$ cat src/rtl/frida_pkg.sv
// rtl/frida_pkg.sv - shared mode encodings, scheduler state type and array defaults
package frida_pkg;

  localparam int N_ADC_DEF = 16;
  localparam int SEL_W_DEF = 4;

  localparam logic [1:0] MODE_IDLE  = 2'b00;
  localparam logic [1:0] MODE_FIXED = 2'b01;
  localparam logic [1:0] MODE_SCAN  = 2'b10;
  localparam logic [1:0] MODE_SWEEP = 2'b11;

  typedef enum logic [1:0] {
    ST_IDLE,
    ST_SETTLE,
    ST_RUN
  } state_t;

endpackage

$ cat src/rtl/adc_mux_scheduler_if.sv
// rtl/adc_mux_scheduler_if.sv - config, strobe and mux/enable signals between core logic and scheduler
interface adc_mux_scheduler_if #(
  parameter int N_ADC = 16,
  parameter int SEL_W = 4,
  parameter int CNT_W = 8
);

  logic [N_ADC-1:0] adc_en;
  logic [1:0]       mode;
  logic [SEL_W-1:0] fixed_sel;
  logic [CNT_W-1:0] dwell;
  logic             start;
  logic             stop;
  logic             conv_done;
  logic [SEL_W-1:0] mux_sel;
  logic [N_ADC-1:0] adc_active;
  logic             data_valid;
  logic             frame_start;
  logic             sweep_done;
  logic             busy;
  logic             err_none;

  modport master (
    output adc_en, mode, fixed_sel, dwell, start, stop, conv_done,
    input  mux_sel, adc_active, data_valid, frame_start, sweep_done, busy, err_none
  );

  modport slave (
    input  adc_en, mode, fixed_sel, dwell, start, stop, conv_done,
    output mux_sel, adc_active, data_valid, frame_start, sweep_done, busy, err_none
  );

endinterface

$ cat src/rtl/next_enabled_idx.sv
// rtl/next_enabled_idx.sv - rotate-priority search for the next set mask bit strictly after cur
module next_enabled_idx #(
  parameter int N_ADC = 16,
  parameter int SEL_W = 4
) (
  input  logic [N_ADC-1:0] mask,
  input  logic [SEL_W-1:0] cur,
  output logic [SEL_W-1:0] nxt,
  output logic             wrapped,
  output logic             any
);

  logic [SEL_W:0] sum;

  // Walk offsets from farthest to nearest so the nearest hit wins; carry out of sum marks a wrap.
  always_comb begin
    nxt     = cur;
    wrapped = 1'b0;
    any     = |mask;
    sum     = '0;
    for (int i = N_ADC; i >= 1; i--) begin
      sum = {1'b0, cur} + (SEL_W + 1)'(i);
      if (mask[sum[SEL_W-1:0]]) begin
        nxt     = sum[SEL_W-1:0];
        wrapped = sum[SEL_W];
      end
    end
  end

endmodule

$ cat src/rtl/adc_mux_scheduler.sv
// rtl/adc_mux_scheduler.sv - dwell/scan sequencer for the comparator mux and per-ADC clock enables
module adc_mux_scheduler
  import frida_pkg::*;
#(
  parameter int N_ADC      = N_ADC_DEF,
  parameter int SEL_W      = SEL_W_DEF,
  parameter int CNT_W      = 8,
  parameter int SETTLE_CYC = 2
) (
  input logic             clk,
  input logic             reset_b,
  adc_mux_scheduler_if.slave bus
);

  localparam int STW = (SETTLE_CYC > 1) ? $clog2(SETTLE_CYC) : 1;
  localparam state_t ST_ENTER = (SETTLE_CYC == 0) ? ST_RUN : ST_SETTLE;
  localparam logic [STW-1:0] SETTLE_LAST = (SETTLE_CYC > 0) ? STW'(SETTLE_CYC - 1) : '0;
  localparam logic [N_ADC-1:0] ONE = {{(N_ADC-1){1'b0}}, 1'b1};

  state_t           state, state_d;
  logic [SEL_W-1:0] idx, idx_d;
  logic [N_ADC-1:0] active, active_d;
  logic [STW-1:0]   settle_cnt, settle_cnt_d;
  logic [CNT_W-1:0] dwell_cnt, dwell_cnt_d;
  logic             first, first_d;
  logic             stop_pend, stop_pend_d;
  logic [N_ADC-1:0] sh_en, sh_en_d;
  logic [1:0]       sh_mode, sh_mode_d;
  logic [CNT_W-1:0] sh_dwell, sh_dwell_d;
  logic             frame_q, frame_d;
  logic             sweep_q, sweep_d;
  logic             err_q, err_d;

  logic [SEL_W-1:0] first_idx, nxt_idx;
  logic             first_any, nxt_wrap;
  logic             first_wrap_unused, nxt_any_unused;
  logic [CNT_W-1:0] dwell_eff;
  logic             dwell_hit, stop_eff;

  // First-index search starts "after" the top slot so bit 0 is examined first.
  next_enabled_idx #(.N_ADC(N_ADC), .SEL_W(SEL_W)) u_first (
    .mask(bus.adc_en), .cur({SEL_W{1'b1}}),
    .nxt(first_idx), .wrapped(first_wrap_unused), .any(first_any)
  );

  next_enabled_idx #(.N_ADC(N_ADC), .SEL_W(SEL_W)) u_next (
    .mask(sh_en), .cur(idx),
    .nxt(nxt_idx), .wrapped(nxt_wrap), .any(nxt_any_unused)
  );

  assign dwell_eff = (sh_dwell == '0) ? CNT_W'(1) : sh_dwell;
  assign dwell_hit = (dwell_cnt + CNT_W'(1)) == dwell_eff;
  assign stop_eff  = bus.stop || stop_pend;

  always_ff @(posedge clk) begin
    if (!reset_b) begin
      state      <= ST_IDLE;
      idx        <= '0;
      active     <= '0;
      settle_cnt <= '0;
      dwell_cnt  <= '0;
      first      <= 1'b0;
      stop_pend  <= 1'b0;
      sh_en      <= '0;
      sh_mode    <= MODE_IDLE;
      sh_dwell   <= '0;
      frame_q    <= 1'b0;
      sweep_q    <= 1'b0;
      err_q      <= 1'b0;
    end else begin
      state      <= state_d;
      idx        <= idx_d;
      active     <= active_d;
      settle_cnt <= settle_cnt_d;
      dwell_cnt  <= dwell_cnt_d;
      first      <= first_d;
      stop_pend  <= stop_pend_d;
      sh_en      <= sh_en_d;
      sh_mode    <= sh_mode_d;
      sh_dwell   <= sh_dwell_d;
      frame_q    <= frame_d;
      sweep_q    <= sweep_d;
      err_q      <= err_d;
    end
  end

  always_comb begin
    state_d      = state;
    idx_d        = idx;
    active_d     = active;
    settle_cnt_d = settle_cnt;
    dwell_cnt_d  = dwell_cnt;
    first_d      = first;
    stop_pend_d  = stop_pend;
    sh_en_d      = sh_en;
    sh_mode_d    = sh_mode;
    sh_dwell_d   = sh_dwell;
    frame_d      = 1'b0;
    sweep_d      = 1'b0;
    err_d        = err_q;

    case (state)
      ST_IDLE: begin
        stop_pend_d = 1'b0;
        if (bus.start && bus.mode != MODE_IDLE) begin
          if (bus.mode != MODE_FIXED && !first_any) begin
            err_d = 1'b1;
          end else begin
            err_d        = 1'b0;
            sh_en_d      = bus.adc_en;
            sh_mode_d    = bus.mode;
            sh_dwell_d   = bus.dwell;
            idx_d        = (bus.mode == MODE_FIXED) ? bus.fixed_sel : first_idx;
            active_d     = ONE << idx_d;
            state_d      = ST_ENTER;
            settle_cnt_d = '0;
            dwell_cnt_d  = '0;
            first_d      = 1'b1;
          end
        end
      end

      ST_SETTLE: begin
        if (stop_eff) begin
          state_d     = ST_IDLE;
          active_d    = '0;
          stop_pend_d = 1'b0;
        end else if (settle_cnt == SETTLE_LAST) begin
          state_d = ST_RUN;
        end else begin
          settle_cnt_d = settle_cnt + STW'(1);
        end
      end

      ST_RUN: begin
        if (bus.stop) stop_pend_d = 1'b1;
        if (bus.conv_done) begin
          frame_d     = first;
          first_d     = 1'b0;
          dwell_cnt_d = dwell_cnt + CNT_W'(1);
          if (dwell_hit) begin
            dwell_cnt_d = '0;
            if (sh_mode == MODE_FIXED) begin
              first_d = 1'b1;
            end else if (sh_mode == MODE_SWEEP && nxt_wrap) begin
              sweep_d  = 1'b1;
              state_d  = ST_IDLE;
              active_d = '0;
            end else begin
              sweep_d = nxt_wrap;
              first_d = 1'b1;
              if (nxt_idx != idx) begin
                idx_d        = nxt_idx;
                active_d     = ONE << nxt_idx;
                state_d      = ST_ENTER;
                settle_cnt_d = '0;
              end
            end
          end
          // Stop overrides any advance but keeps the mux on the ADC that just finished.
          if (stop_eff) begin
            state_d     = ST_IDLE;
            idx_d       = idx;
            active_d    = '0;
            stop_pend_d = 1'b0;
          end
        end
      end

      default: state_d = ST_IDLE;
    endcase
  end

  assign bus.mux_sel     = idx;
  assign bus.adc_active  = active;
  assign bus.data_valid  = (state == ST_RUN);
  assign bus.frame_start = frame_q;
  assign bus.sweep_done  = sweep_q;
  assign bus.busy        = (state != ST_IDLE);
  assign bus.err_none    = err_q;

endmodule

$ cat src/flat_wrapper.sv
// flat-port wrapper written by rule: the top's interface ports become plain ports
module adc_mux_scheduler_flat import frida_pkg::*;
#(
  parameter int N_ADC      = N_ADC_DEF,
  parameter int SEL_W      = SEL_W_DEF,
  parameter int CNT_W      = 8,
  parameter int SETTLE_CYC = 2
)
  (clk, reset_b, bus_adc_en, bus_mode, bus_fixed_sel, bus_dwell, bus_start, bus_stop, bus_conv_done, bus_mux_sel, bus_adc_active, bus_data_valid, bus_frame_start, bus_sweep_done, bus_busy, bus_err_none);
  adc_mux_scheduler_if #(.N_ADC(N_ADC), .SEL_W(SEL_W), .CNT_W(CNT_W)) bus_i ();
  input logic clk;
  input logic reset_b;
  input wire logic [$bits(bus_i.adc_en)-1:0] bus_adc_en;
  input wire logic [$bits(bus_i.mode)-1:0] bus_mode;
  input wire logic [$bits(bus_i.fixed_sel)-1:0] bus_fixed_sel;
  input wire logic [$bits(bus_i.dwell)-1:0] bus_dwell;
  input wire logic [$bits(bus_i.start)-1:0] bus_start;
  input wire logic [$bits(bus_i.stop)-1:0] bus_stop;
  input wire logic [$bits(bus_i.conv_done)-1:0] bus_conv_done;
  output wire logic [$bits(bus_i.mux_sel)-1:0] bus_mux_sel;
  output wire logic [$bits(bus_i.adc_active)-1:0] bus_adc_active;
  output wire logic [$bits(bus_i.data_valid)-1:0] bus_data_valid;
  output wire logic [$bits(bus_i.frame_start)-1:0] bus_frame_start;
  output wire logic [$bits(bus_i.sweep_done)-1:0] bus_sweep_done;
  output wire logic [$bits(bus_i.busy)-1:0] bus_busy;
  output wire logic [$bits(bus_i.err_none)-1:0] bus_err_none;
  assign bus_i.adc_en = bus_adc_en;
  assign bus_i.mode = bus_mode;
  assign bus_i.fixed_sel = bus_fixed_sel;
  assign bus_i.dwell = bus_dwell;
  assign bus_i.start = bus_start;
  assign bus_i.stop = bus_stop;
  assign bus_i.conv_done = bus_conv_done;
  assign bus_mux_sel = bus_i.mux_sel;
  assign bus_adc_active = bus_i.adc_active;
  assign bus_data_valid = bus_i.data_valid;
  assign bus_frame_start = bus_i.frame_start;
  assign bus_sweep_done = bus_i.sweep_done;
  assign bus_busy = bus_i.busy;
  assign bus_err_none = bus_i.err_none;
  adc_mux_scheduler #(.N_ADC(N_ADC), .SEL_W(SEL_W), .CNT_W(CNT_W), .SETTLE_CYC(SETTLE_CYC)) u_core (.clk(clk), .reset_b(reset_b), .bus(bus_i));
endmodule
$ cat config.mk
export PLATFORM = sky130hd
export DESIGN_NAME = adc_mux_scheduler_flat
export DESIGN_NICKNAME = d
export VERILOG_FILES = /design/src/rtl/frida_pkg.sv /design/src/rtl/adc_mux_scheduler_if.sv /design/src/rtl/next_enabled_idx.sv /design/src/rtl/adc_mux_scheduler.sv /design/src/flat_wrapper.sv
export SDC_FILE = /design/constraint.sdc
export NUM_CORES = 1
export LEC_CHECK = 0
export BUFFER_PORTS_ARGS = -buffer_cell sky130_fd_sc_hd__clkbuf_2
export CELL_PAD_IN_SITES_DETAIL_PLACEMENT = 1
export CELL_PAD_IN_SITES_GLOBAL_PLACEMENT = 1
export CORE_MARGIN = 3
export CORE_UTILIZATION = 43
export DETAILED_ROUTE_END_ITERATION = 10
export PLACE_DENSITY = 0.87
export SLEW_MARGIN = 0
export SYNTH_ARGS = -nofsm -noshare
export SYNTH_HDL_FRONTEND = slang
export SYNTH_SLANG_ARGS = --single-unit
$ cat constraint.sdc
create_clock -name clk -period 5.1 [get_ports clk]
set_input_delay 0.255 -clock clk [delete_from_list [all_inputs] [get_ports clk]]
set_output_delay 0.255 -clock clk [all_outputs]
set_load 0.05 [all_outputs]
==> results of run 1 <==
==> kinds of logic (layout without fill, tap and decap cells) <==
| logic type | Yosys count | count (layout) |
|---|---|---|
| buf+inv | 62 | 125 |
| simple gates | 269 | 269 |
| compound gates | 247 | 247 |
| fa+ha+maj | 17 | 17 |
| flops | 62 | 62 |
| xor+xnor | 27 | 27 |
| mux | 78 | 78 |
==> cells in the mapped netlist (16+ instances only) <==
master | instances | area, um2
nor3_1 | 34 | 170
nand3_1 | 16 | 80.1
ha_1 | 17 | 213
nand2_1 | 104 | 390
mux4_2 | 23 | 518
nor2_1 | 48 | 180
a21boi_0 | 28 | 210
xnor2_1 | 19 | 166
a21oi_1 | 53 | 265
mux2i_1 | 36 | 360
clkbuf_1 | 23 | 86.3
o21ai_0 | 26 | 130
o31ai_1 | 20 | 150
dfxtp_1 | 62 | 1240
==> registers in the layout, indices dropped and copies added (netlist names) <==
signal / cells
u_core.stop_pend: 1
u_core.bus.err_none: 1
u_core.sh_en: 16
u_core.bus.sweep_done: 1
u_core.sh_dwell: 8
u_core.sh_mode: 2
u_core.settle_cnt: 1
u_core.state: 2
u_core.first: 1
u_core.bus.frame_start: 1
u_core.dwell_cnt: 8
u_core.bus.adc_active: 16
u_core.bus.mux_sel: 4
==> critical path, stage by stage, from the launching register on <==
cell and delay (ps):
dfxtp_1 360, inv_2 140, ha_1 340, buf_4 270, mux4_2 620, mux2i_1 340, mux2i_1 270, nor3_2 320
o311ai_1 140, o211a_1 290, o311ai_1 310, nand4b_1 280, o31a_2 520, or2_4 400, a21oi_1 180
==> power by group through the flow <==
stage | clock network, W | logic [W] | registers, W
2_1_floorplan | 0 | 0.00274 | 0.000864
3_3_place_gp | 0 | 0.00397 | 0.000670
3_5_place_dp | 0 | 0.00415 | 0.000684
4_1_cts | 0.000677 | 0.00422 | 0.000675
5_1_grt | 0.000703 | 0.00461 | 0.000689
6_report | 0.000674 | 0.00437 | 0.000680
==> stage by stage <==
| step | instance area, um2 | hold WS [ps] | util, % |
|---|---|---|---|
| 2_1_floorplan | 6130 | 400 | - |
| 3_3_place_gp | 6670 | 475 | 49.0 |
| 3_5_place_dp | 6670 | 481 | 49.0 |
| 4_1_cts | 6990 | 148 | 51.3 |
| 5_1_grt | 7000 | 164 | 51.5 |
| 6_report | 7000 | 152 | 51.5 |
==> worst paths after layout <==
kind	end	slack, ps	cells after the start
worst min register to register	u_core.first$_SDFFE_PN0P_	500	1
worst min-delay path	u_core.sh_dwell[7]$_SDFFE_PN0P_	150	3
worst max-delay path	u_core.bus.adc_active[11]$_SDFFE_PN0P_	230	14
worst max register to register	u_core.bus.adc_active[11]$_SDFFE_PN0P_	230	14
==> routing by layer <==
layer  track usage [%]  part of all wire, %  up-vias
li1                  -                    -     2998
met1              36.2                   39     3310
met2              52.5                   49      359
met3              4.90                  6.8      102
met4              16.4                  5.0        2
met5                 0                 0.10        -
==> final cells by class <==
class | count | share of cell area [%]
multi-input cells | 638 | 65.8
well taps | 176 | 3.14
flip-flops and latches | 62 | 17.7
clock buffers | 9 | 3.22
repair buffers | 90 | 7.72
inverters | 19 | 1.02
clock inverters | 7 | 1.38
==> reports/qor.csv, run 1 <==
metric,value,unit
outcome,"complete, no violations",
synth_edf_count,0,
fmax,205,MHz
cts_setup_buffers,0,
synth-compound-area-share,29.0,%
globalplace.congestion,1.03,
power.leakage,2.70,nW
ys_types,83,
internal_power,0.00255,W
synthSimpleGateAreaFrac,20.7,%
synthAdderAreaFrac,3.47,%
grt_max_degree,65,
multi_input_area,0.00461,mm2
grt_use_total,30.4,%
core,0.0136,mm2
crit_fanout,17,
ctsHoldBuffers,0,
combPwrFrac,76.4,%
ys.warnings.count,0,
seqCellArea,0.00124,mm2
p_total,0.00573,W
async_reset_ff_share,0,%
ir_worst_vdd,332,uV
swShare,55.5,%
final_common_cell,nand2_1,
viasPerCell,6.76,
final_max_slew_viol_count,0,
rows,42,
p_seq_share,11.9,%
finalNonFillerCells,1001,
h-tree-depth,3,
postCtsResizedCells,1,
first_pass_iters,5,
dp_cells,985,
overflow,0,
fillerInstances,1650,
avgSynthCellArea,8.04,um2
synth_area,0.00613,mm2
finalSetupTns,0,ps
cts_tree,built,
power.switching,0.00318,W
power_frac_clock,11.8,%
drt_iter0_markers,663,
die_area,0.0157,mm2
min_period,4870,ps
worstPathRequired,5370,ps
critical_path_class,reg2reg,
drt_wl_total,24400,um
synth_top_family_by_area,compound AO/OA/AOI/OAI gates,
startpoint_type,flop,
max_slew_margin,20.4,%
start_util,45.0,%
route.antenna.remaining_nets,0,
num_io_pins,60,
yosys_most_used_dff,dfxtp_1,
rsz0062_at_grt,no,
endpoint_kind,flop,
port_buffers,59,
seq_area_frac_synth,20.3,%
syn2layout_area_growth,14.3,%
final_cell_mix,"nand2_1, dfxtp_1, clkbuf_2, a21oi_1, nor2_1",
critPathLaunch,u_core.bus.mux_sel[0]$_SDFFE_PN0P_,
n_antenna_cell,0,
grt_pass1_wl,38700,um
hpwl,18000,um
synth_xor_area_share,3.98,%
path_clk_slew,60,ps
root_buffer,clkbuf_16,
fin_skew,8.69,ps
syn-num-nets,814,
cts.sinks,62,
grt_pass1_vias,7151,
dp_slack,-56.4,ps
grt_antenna_before_repair,1,
timing.rr.start,u_core.bus.mux_sel[0]$_SDFFE_PN0P_,
synth.ff_latch_count,62,
worstHoldStart,bus_dwell[7],
die_h,125,um
fin_crit_sh,95.4,%
crit_arrival,5140,ps
hp-class,in2reg,
tightest_slew,1180,ps
clk_latency,340,ps
remaining_drc_errors,0,
synth.mux.area_fraction,17.9,%
p_per_area,818,mW/mm2
num_vias,6771,
cts_buffer_depth,2,
fin_ws,233,ps
layout-drive-gt1-share,21.1,%
synth_cells,762,
nets,872,
max-cap-violations,0,
cts_made_buffers,9,
routedWlPerCell,24.4,um
die_width,125,um
hold_viol_final,0,
setup_viol,0,
Power figures use the tool's default switching activity.
==> inputs of run 2 (changes only) <==
Settings changed: GPL_TIMING_DRIVEN set to 0.
==> run 2 against run 1 <==
  * Total power rose by 9.5%
  * Fmax fell by 3.0%
  * Worst hold slack got worse by 3.9 ps
  * Critical path depth rose by 4
  * First-iteration DRC count rose by 3.3%
  * Setup slack got worse by 150 ps
  * Register-to-register slack got worse by 150 ps
  * Clock power fell by 6.4%
  * Sequential share of layout area fell by 1.2 points
  * Critical endpoint is now u_core.state[0]$_SDFFE_PN0P_
==> reports/qor.csv, run 2 (synthesis gave the netlist of run 1 again) <==
metric,value,unit,change
start_util,45.0,%,unchanged
timing.rr.start,u_core.bus.mux_sel[0]$_SDFFE_PN0P_,,
ctsHoldBuffers,0,,unchanged
routedWlPerCell,25.3,um,+3.8%
num_io_pins,60,,unchanged
use_met1,37.7,%,+1.6 points
path_clk_slew,50,ps,about the same
hold_slack,148,ps,-3.90 ps
fin_crit_sh,98.4,%,+3.0 points
root_buffer,clkbuf_16,,
h-tree-depth,3,,unchanged
drt_wl_total,26200,um,+7.1%
setup_viol,0,,unchanged
die_area,0.0157,mm2,unchanged
final_cell_mix,"nand2_1, dfxtp_1, clkbuf_2, a21oi_1, nor2_1",,
endpoint_kind,flop,,
max_slew_margin,12.1,%,-8.3 points
tightest_slew,1300,ps,+123 ps
nets,905,,+3.8%
rows,42,,unchanged
syn2layout_area_growth,22.9,%,
worstHoldStart,bus_dwell[1],,
final_max_slew_viol_count,0,,unchanged
overflow,0,,unchanged
hold_end,u_core.sh_dwell[1]$_SDFFE_PN0P_,,
cts_tree,built,,
port_buffers,58,,-1.7%
grt_pass1_vias,7270,,+1.7%
dp_slack,-995,ps,-938 ps
layout-drive-gt1-share,26.4,%,+5.3 points
n_antenna_cell,0,,unchanged
final_common_cell,nand2_1,,
num_vias,7092,,+4.7%
cts_made_buffers,9,,unchanged
viasPerCell,6.87,,+1.5%
crit_fanout,12,,-5
fin_ws,79.9,ps,-153 ps
clk_latency,340,ps,about the same
startpoint_type,flop,,
top_usage_layer,met2,,
reg2reg_depth,18,,+4
crit_arrival,5280,ps,+140 ps
hp-class,in2reg,,
grt_pass1_wl,39000,um,+0.87%
remaining_drc_errors,0,,unchanged
die_width,125,um,unchanged
hold_viol_final,0,,unchanged
first_pass_iters,5,,unchanged
outcome,"complete, no violations",,
critical_path_class,reg2reg,,
cts_buffer_depth,2,,unchanged
grt_max_degree,16,,-75%
reg2reg_to,u_core.state[0]$_SDFFE_PN0P_,,
fmax,199,MHz,-3.0%
core,0.0136,mm2,unchanged
fin_skew,7.90,ps,-0.789 ps
globalplace.congestion,0.968,,-6.4%
min_period,5020,ps,+153 ps
globalRouteMet3Util,4.73,%,-0.17 points
route.antenna.remaining_nets,0,,unchanged
drt_iter0_markers,685,,+3.3%
gr-usage-met2,52.2,%,-0.28 points
grt_antenna_before_repair,0,,-1
max-cap-violations,0,,unchanged
power.leakage,2.80,nW,+3.9%
die_h,125,um,unchanged
p_per_area,833,mW/mm2,+1.8%
worstPathRequired,5360,ps,about the same
grt_use_total,30.4,%,about the same
reg2reg_slack,80,ps,-150 ps
hpwl,18300,um,+1.8%
cts.sinks,62,,unchanged
whs_path_depth,3,,unchanged
ir_worst_vdd,288,uV,-13%
[run 2: layer usage]
| layer | wire (um) | part of all wire, % |
|---|---|---|
| met1 | 10100 | 39 |
| met2 | 12800 | 49 |
| met3 | 1930 | 7.4 |
| met4 | 1380 | 5.3 |
| met5 | 0 | 0 |
[run 2: repair_timing]
item                                    4_1_cts  5_1_grt
buffers inserted                              6       18
pin swaps                                     3       10
endpoints found under the setup margin       25       21
hold endpoints to repair                      0        0
resized for setup                            42       39
[run 2: layout make-up]
cell class              instances  area [um2]
fillers                      1628        6080
multi-input cells             638        4970
flip-flops and latches         62        1240
repair buffers                 82         483
clock buffers                  12         256
plain buffers                  41         239
well taps                     176         220
inverters                      19        76.3
clock inverters                 3        43.8
[run 2: power by group]
| group | internal [W] | switching [W] | total, W |
|---|---|---|---|
| sequential | 0.000585 | 0.000114 | 0.000699 |
| combinational | 0.00183 | 0.00311 | 0.00494 |
| clock | 0.000402 | 0.000229 | 0.000631 |
| total | 0.00282 | 0.00346 | 0.00627 |
[run 2: stage by stage]
| stage | TNS, ps | utilization (%) | instances | instance area (um2) | total power, W |
|---|---|---|---|---|---|
| after floorplan | 0 | - | 762 | 6130 | 0.00360 |
| after global placement | -16270 | 48.8 | 996 | 6640 | 0.00449 |
| after detailed placement | -19100 | 48.8 | 996 | 6640 | 0.00465 |
| after CTS | 0 | 52.9 | 1017 | 7200 | 0.00562 |
| after global routing | -502 | 55.3 | 1033 | 7530 | 0.00655 |
| final | 0 | 55.3 | 1033 | 7530 | 0.00627 |
[run 2: how the worst max path moves through the flow]
| stage | slack, ps | to | startpoint |
|---|---|---|---|
| 3_3_place_gp | -850 | u_core.bus.adc_active[2]$_SDFFE_PN0P_ | u_core.bus.mux_sel[1]$_SDFFE_PN0P_ |
| 2_1_floorplan | 130 | u_core.bus.adc_active[0]$_SDFFE_PN0P_ | u_core.bus.mux_sel[1]$_SDFFE_PN0P_ |
| 6_report | 80 | u_core.state[0]$_SDFFE_PN0P_ | u_core.bus.mux_sel[0]$_SDFFE_PN0P_ |
| 5_1_grt | -60 | u_core.bus.adc_active[2]$_SDFFE_PN0P_ | u_core.bus.mux_sel[0]$_SDFFE_PN0P_ |
| 3_5_place_dp | -990 | u_core.bus.adc_active[0]$_SDFFE_PN0P_ | u_core.bus.mux_sel[1]$_SDFFE_PN0P_ |
| 4_1_cts | 20 | u_core.bus.adc_active[2]$_SDFFE_PN0P_ | u_core.bus.mux_sel[2]$_SDFFE_PN0P_ |
[run 2: worst max-delay path, stage by stage, from the launching register on]
cell and delay, ps:
dfxtp_2 400, buf_12 160, inv_2 110, clkbuf_4 250
ha_4 340, buf_6 180, mux4_2 650, mux2_2 380
mux2i_4 290, or3_1 150, a31o_1 150, o2111ai_1 190
o311ai_0 440, nand4b_1 220, buf_4 130, buf_4 110
o21ai_0 180, or3_1 390, a21boi_0 200
